**src/rtl/sift_pkg.sv**
```systemverilog
// Shared types and window offset tables for the SIFT pixel-fetch path.
// The offset tables list (dx,dy) in raster order, dy major and dx minor.
package sift_pkg;

    typedef enum logic {
        MODE_SINGLE = 1'b0,
        MODE_WINDOW = 1'b1
    } window_mode_e;

    typedef enum logic [1:0] {
        ST_IDLE  = 2'd0,
        ST_ISSUE = 2'd1,
        ST_DRAIN = 2'd2
    } reader_state_e;

    localparam int WINDOW_SIZE = 9;
    localparam int CENTRE_INDEX = 4;

    localparam int DX [WINDOW_SIZE] = '{-1, 0, 1, -1, 0, 1, -1, 0, 1};
    localparam int DY [WINDOW_SIZE] = '{-1, -1, -1, 0, 0, 0, 1, 1, 1};

    function automatic logic [3:0] last_index(input window_mode_e mode);
        return (mode == MODE_WINDOW) ? 4'(WINDOW_SIZE - 1) : 4'd0;
    endfunction

endpackage

```
**src/rtl/tag_delay_line.sv**
```systemverilog
// Resettable shift register that carries sample tags alongside BRAM read data.
// The tap output is one stage ahead of the final output.
module tag_delay_line #(
    parameter int WIDTH = 6,
    parameter int DEPTH = 3
) (
    input  logic             clk,
    input  logic             rst,
    input  logic [WIDTH-1:0] din,
    output logic [WIDTH-1:0] tap,
    output logic [WIDTH-1:0] dout
);

    logic [WIDTH-1:0] stages [DEPTH];

    always_ff @(posedge clk or posedge rst) begin
        if (rst) begin
            for (int i = 0; i < DEPTH; i++) begin
                stages[i] <= '0;
            end
        end else begin
            stages[0] <= din;
            for (int i = 1; i < DEPTH; i++) begin
                stages[i] <= stages[i-1];
            end
        end
    end

    assign tap  = stages[DEPTH-2];
    assign dout = stages[DEPTH-1];

endmodule

```
**src/rtl/window_pixel_reader.sv**
```systemverilog
// Fetches one pixel or its 3x3 neighbourhood from a bank of lockstep BRAMs
// and streams the samples with index/clamp tags to the extremum detector.
module window_pixel_reader
    import sift_pkg::*;
#(
    parameter int BIT_DEPTH    = 9,
    parameter int DIMENSION    = 4,
    parameter int NUM_CHANNELS = 2,
    parameter int READ_LATENCY = 2
) (
    input  logic                                      clk,
    input  logic                                      rst_in,
    input  logic                                      input_ready,
    input  logic                                      window_mode,
    input  logic [$clog2(DIMENSION)-1:0]              x,
    input  logic [$clog2(DIMENSION)-1:0]              y,
    output logic [$clog2(DIMENSION**2)-1:0]           address,
    input  logic [NUM_CHANNELS-1:0][BIT_DEPTH-1:0]    data_in,
    output logic [NUM_CHANNELS-1:0][BIT_DEPTH-1:0]    pixel_out,
    output logic                                      pixel_valid,
    output logic [3:0]                                pixel_index,
    output logic                                      clamped,
    output logic                                      busy,
    output logic                                      done
);

    localparam int CW = $clog2(DIMENSION);
    localparam int AW = $clog2(DIMENSION**2);
    localparam int SW = CW + 2;
    localparam int TW = 6;

    reader_state_e state, state_next;

    window_mode_e     mode_q;
    logic [CW-1:0]    x_q, y_q;
    logic [3:0]       count_q;

    logic             issue_en;
    window_mode_e     issue_mode;
    logic [CW-1:0]    issue_x, issue_y;
    logic [3:0]       issue_idx;
    logic [3:0]       tbl;
    logic signed [SW-1:0] sx, sy;
    logic [CW-1:0]    cx, cy;
    logic             clamp_x, clamp_y;
    logic [AW-1:0]    issue_addr;

    logic [TW-1:0]    tag_q, tag_tap, tag_out;
    logic             tap_valid;
    logic [3:0]       tap_idx;

    // In IDLE the request inputs feed the first address directly so it goes out on the accept edge.
    always_comb begin
        issue_en   = 1'b0;
        issue_mode = mode_q;
        issue_x    = x_q;
        issue_y    = y_q;
        issue_idx  = count_q;
        if (state == ST_IDLE) begin
            issue_en   = input_ready;
            issue_mode = window_mode_e'(window_mode);
            issue_x    = x;
            issue_y    = y;
            issue_idx  = 4'd0;
        end else if (state == ST_ISSUE) begin
            issue_en = 1'b1;
        end
    end

    always_comb begin
        tbl = (issue_mode == MODE_WINDOW) ? issue_idx : 4'(CENTRE_INDEX);
        sx  = $signed({2'b00, issue_x}) + SW'(DX[tbl]);
        sy  = $signed({2'b00, issue_y}) + SW'(DY[tbl]);

        cx      = sx[CW-1:0];
        clamp_x = 1'b0;
        if (sx < 0) begin
            cx      = '0;
            clamp_x = 1'b1;
        end else if (sx > SW'(DIMENSION - 1)) begin
            cx      = CW'(DIMENSION - 1);
            clamp_x = 1'b1;
        end

        cy      = sy[CW-1:0];
        clamp_y = 1'b0;
        if (sy < 0) begin
            cy      = '0;
            clamp_y = 1'b1;
        end else if (sy > SW'(DIMENSION - 1)) begin
            cy      = CW'(DIMENSION - 1);
            clamp_y = 1'b1;
        end

        issue_addr = AW'(cy) * AW'(DIMENSION) + AW'(cx);
    end

    always_comb begin
        state_next = state;
        case (state)
            ST_IDLE: begin
                if (input_ready) begin
                    state_next = window_mode ? ST_ISSUE : ST_DRAIN;
                end
            end
            ST_ISSUE: begin
                if (count_q == 4'(WINDOW_SIZE - 1)) begin
                    state_next = ST_DRAIN;
                end
            end
            ST_DRAIN: begin
                if (done) begin
                    state_next = ST_IDLE;
                end
            end
            default: state_next = ST_IDLE;
        endcase
    end

    always_ff @(posedge clk or posedge rst_in) begin
        if (rst_in) begin
            state <= ST_IDLE;
        end else begin
            state <= state_next;
        end
    end

    always_ff @(posedge clk or posedge rst_in) begin
        if (rst_in) begin
            mode_q  <= MODE_SINGLE;
            x_q     <= '0;
            y_q     <= '0;
            count_q <= '0;
            address <= '0;
            tag_q   <= '0;
        end else begin
            tag_q <= {issue_en, issue_idx, clamp_x | clamp_y};
            if (issue_en) begin
                address <= issue_addr;
                count_q <= issue_idx + 4'd1;
            end
            if (state == ST_IDLE && input_ready) begin
                mode_q <= window_mode_e'(window_mode);
                x_q    <= x;
                y_q    <= y;
            end
        end
    end

    tag_delay_line #(
        .WIDTH (TW),
        .DEPTH (READ_LATENCY + 1)
    ) u_tags (
        .clk  (clk),
        .rst  (rst_in),
        .din  (tag_q),
        .tap  (tag_tap),
        .dout (tag_out)
    );

    assign tap_valid = tag_tap[5];
    assign tap_idx   = tag_tap[4:1];

    // The tap lines up with data_in, so capture and the done decision happen on the same edge.
    always_ff @(posedge clk or posedge rst_in) begin
        if (rst_in) begin
            pixel_out <= '0;
            done      <= 1'b0;
        end else begin
            if (tap_valid) begin
                pixel_out <= data_in;
            end
            done <= (state == ST_DRAIN) && tap_valid && (tap_idx == last_index(mode_q));
        end
    end

    assign pixel_valid = tag_out[5];
    assign pixel_index = tag_out[4:1];
    assign clamped     = tag_out[0];
    assign busy        = (state != ST_IDLE);

endmodule

```
**config.mk**
```make
export PLATFORM = sky130hd
export DESIGN_NAME = window_pixel_reader
export DESIGN_NICKNAME = d
export VERILOG_FILES = /design/src/rtl/sift_pkg.sv /design/src/rtl/tag_delay_line.sv /design/src/rtl/window_pixel_reader.sv
export SDC_FILE = /design/constraint.sdc
export NUM_CORES = 1
export LEC_CHECK = 0
export ABC_AREA = 1
export CORE_UTILIZATION = 53
export DETAILED_ROUTE_END_ITERATION = 16
export PLACE_DENSITY = 0.84
export SETUP_SLACK_MARGIN = 0.2
export SYNTH_ARGS = -nofsm -noshare
export SYNTH_HDL_FRONTEND = slang
export SYNTH_SLANG_ARGS = --single-unit
```
**constraint.sdc**
```tcl
create_clock -name clk -period 4.9 [get_ports clk]
set_input_delay 0.735 -clock clk [delete_from_list [all_inputs] [get_ports clk]]
set_output_delay 0.735 -clock clk [all_outputs]
set_load 0.03 [all_outputs]
```
==> flow_summary_export.csv <==
group,metric,value,unit
final_layout,fin_area,0.00324,sq mm
sta,worst_hold_slack,0.342,ns
floorplanning,coreArea,0.00441,sq mm
route,ant_nets,0,
final_layout,drive_gt1_frac,0.146,
grt,track_usage,0.214,
synth,syn_area_per_cell,10.7,sq um
placed_design,io_buffers,55,
floorplanning,num_io_pins,56,
synth,netlist_instances,230,
setup_path,timing.rr.end,"tag_q[0]$_DFF_PP0_",
sta,finClkSkew,0.00794,ns
run,drv_cap,0,
setup_path,r2r_cells,13,
setup_path,critPathMaxFanout,11,
setup_path,r2r-start,"state[1]$_DFFE_PP0P_",
synth,synth_nets,265,
min_path,hold_path.class,"reg -> reg",
min_path,holdPathEnd,"u_tags.dout[0]$_DFF_PP0_",
placed_design,postPlaceCellArea,0.00302,sq mm
final_layout,fin_util,0.733,
power,powerDensity,779,mW/mm^2
grt,antenna_found_initial,0,
floorplanning,die_area,0.00491,sq mm
route,drc,0,
synth,ys_ff_latch,58,
sta,setup_viol,0,
setup_path,rrSetupSlack,2.54,ns
sta,layout_min_cycle_time,2.46,ns
min_path,hold_depth,0,
floorplanning,die_w,70.1,um
floorplanning,die_y,70.1,um
placed_design,dp_worst_setup_slack,2.15,ns
final_layout,diodes,0,
placed_design,place_congestion,0.826,
clocking,clk_pin_slew,0.07,ns
sta,finalSetupTns,0,ns
sta,timing.max_slew.rel_slack,0.489,
route,first_pass_iters,5,
sta,worstMarginPinSlew,0.767,ns
route,dr.first_iter.drc_count,117,
route,vias_per_cell,5.12,
synth,synth_area,0.00245,sq mm
setup_path,end_kind,"output port",
grt,grt_remaining_overflow,0,
sta,rsz0062_at_grt,"false",
placed_design,dp_hpwl,3190,um
setup_path,start_kind,"register",
sta,max_freq,406,MHz
grt,grt_pass1_wl,7770,um
synth,synth_cell_types,28,
route,num_vias,1773,
clocking,root_buffer,"clkbuf_8",
clocking,clockBufferDepth,2,
power,leakagePower,1.56,nW
sta,hold_viol_final,0,
sta,slew_viol_final,0,
synth,ys_warn_count,0,
clocking,clk_latency,0.34,ns
status,run_status,"completed",
sta,finalCritPeriodShare,0.503,
clocking,cts_tree,"yes",
grt,grt_pass1_vias,1766,
final_layout,syn_to_final_growth,31.8,%
clocking,holdBufCountCts,0,
clocking,cts.sinks,58,
route,wl,4690,um
floorplanning,placementRows,24,
grt,grt_max_degree,59,
setup_path,setup.worst_path.class,"reg -> out",
clocking,cts_resized,0,
clocking,cts_buffers,9,
setup_path,worstPathRequired,4.16,ns
final_layout,nNetsFinal,324,
clocking,h-tree-depth,3,
floorplanning,start_util,0.556,
route,avgRoutedWirePerCell,13.5,um
setup_path,worstPathArrival,1.73,ns
sta,fin_ws,2.44,ns
power,worst_ir_drop_vdd,358,uV
min_path,hold_start,"u_tags.tap[0]$_DFF_PP0_",
clocking,postCtsSetupBuffers,0,
synth,seq_area_frac_synth,0.591,
[registers in the layout (all words and copies together), names as in the netlist]
| signal | flops |
|---|---|
| pixel_out | 18 |
| tag_q | 6 |
| u_tags.dout | 6 |
| u_tags.stages | 6 |
| u_tags.tap | 6 |
| address | 4 |
| count_q | 4 |
| state | 2 |
| x_q | 2 |
| y_q | 2 |
| done | 1 |
| mode_q | 1 |
[logic make-up after synthesis]
group                    count (synthesis)  share of synthesized area
AND/OR/NAND/NOR                         82                      0.145
multiplexers                            18                     0.0826
flip-flops                              58                      0.591
AO/OA/AOI/OAI                           21                     0.0479
buffers and inverters                   40                     0.0744
adder cells (fa/ha/maj)                  9                     0.0520
XOR/XNOR                                 2                    0.00714
[worst max-delay path by stage]
stage                         startpoint                      to  slack (ns)
finish              state[1]$_DFFE_PP0P_                    busy        2.44
global route        state[0]$_DFFE_PP0P_      tag_q[0]$_DFF_PP0_        2.24
CTS                 state[1]$_DFFE_PP0P_                    busy        2.42
detailed placement           window_mode  address[0]$_DFFE_PP0P_        2.15
global placement             window_mode  address[0]$_DFFE_PP0P_        2.22
floorplan                         rst_in  address[0]$_DFFE_PP0P_        2.74
[cells in the final DEF (no fill, tap or decap)]
cell type	n
clkdlybuf4s50_1	55
o32ai_1	1
nor2_2	2
xor2_1	1
inv_1	30
nand2_2	3
nor2_1	13
and3_1	2
xnor2_1	1
a21oi_1	2
o21a_1	1
o21ai_1	1
nand3_1	3
fa_1	2
dfrtp_1	58
bufinv_16	2
nor3_1	1
nand2_1	51
nor4_1	1
clkinvlp_4	2
clkbuf_8	10
o21ai_2	1
o21ai_0	14
nand4_1	4
nand3_2	2
o211ai_1	1
ha_1	7
clkbuf_1	2
inv_2	2
buf_4	1
mux2_2	18
[cell usage after synthesis]
| cell type | instances | area share |
|---|---|---|
| buf_2 | 2 | 0.0041 |
| mux2_2 | 18 | 0.083 |
| nor4_1 | 1 | 0.0026 |
| nor2_2 | 2 | 0.0051 |
| and3_1 | 2 | 0.0051 |
| o21ai_1 | 1 | 0.0020 |
| nand2_2 | 3 | 0.0076 |
| nand3_1 | 3 | 0.0061 |
| inv_1 | 31 | 0.047 |
| nand3_2 | 2 | 0.0082 |
| xor2_1 | 1 | 0.0036 |
| dfrtp_1 | 58 | 0.59 |
| xnor2_1 | 1 | 0.0036 |
| o21a_1 | 1 | 0.0031 |
| o21ai_2 | 1 | 0.0036 |
| nand4_1 | 4 | 0.010 |
| o211ai_1 | 1 | 0.0031 |
| o21ai_0 | 14 | 0.029 |
| nand2_1 | 51 | 0.078 |
| nor2_1 | 13 | 0.020 |
| fa_1 | 2 | 0.016 |
| a21oi_1 | 2 | 0.0041 |
| ha_1 | 7 | 0.036 |
| inv_2 | 1 | 0.0015 |
| buf_4 | 4 | 0.012 |
| nor3_1 | 1 | 0.0020 |
| buf_6 | 2 | 0.0092 |
| o32ai_1 | 1 | 0.0036 |
[area by class of cell]
class                   instances  area, sq um
fillers                       333         1180
flip-flops and latches         58         1450
clock inverters                 4         75.1
repair buffers                 56          558
multi-input cells             132          821
inverters                      32          120
clock buffers                  12          145
well taps                      52         65.1
[critical path, cell delays in order, from the launching register on]
cell and delay (ns):
dfrtp_1 0.40, inv_1 0.10, nand2_2 0.19, clkdlybuf4s50_1 0.71
[through the flow]
step | std cells | total power, W
detailed placement | 330 | 0.00204
CTS | 346 | 0.00254
finish | 346 | 0.00252
global placement | 330 | 0.00199
floorplan | 230 | 0.00167
global route | 346 | 0.00270
[power by group]
part           total (W)  internal [W]  switching, W
logic            0.00121      0.000496      0.000714
clock network   0.000484      0.000300      0.000184
registers       0.000826      0.000694      0.000131
[layer usage]
metal | wire [um] | GRT usage | vias up
li1 | - | - | 842
met1 | 2000 | 0.241 | 843
met2 | 2230 | 0.350 | 74
met3 | 349 | 0.0952 | 14
met4 | 106 | 0.0956 | 0
met5 | 0 | 0 | -
Power figures use the tool's default switching activity.
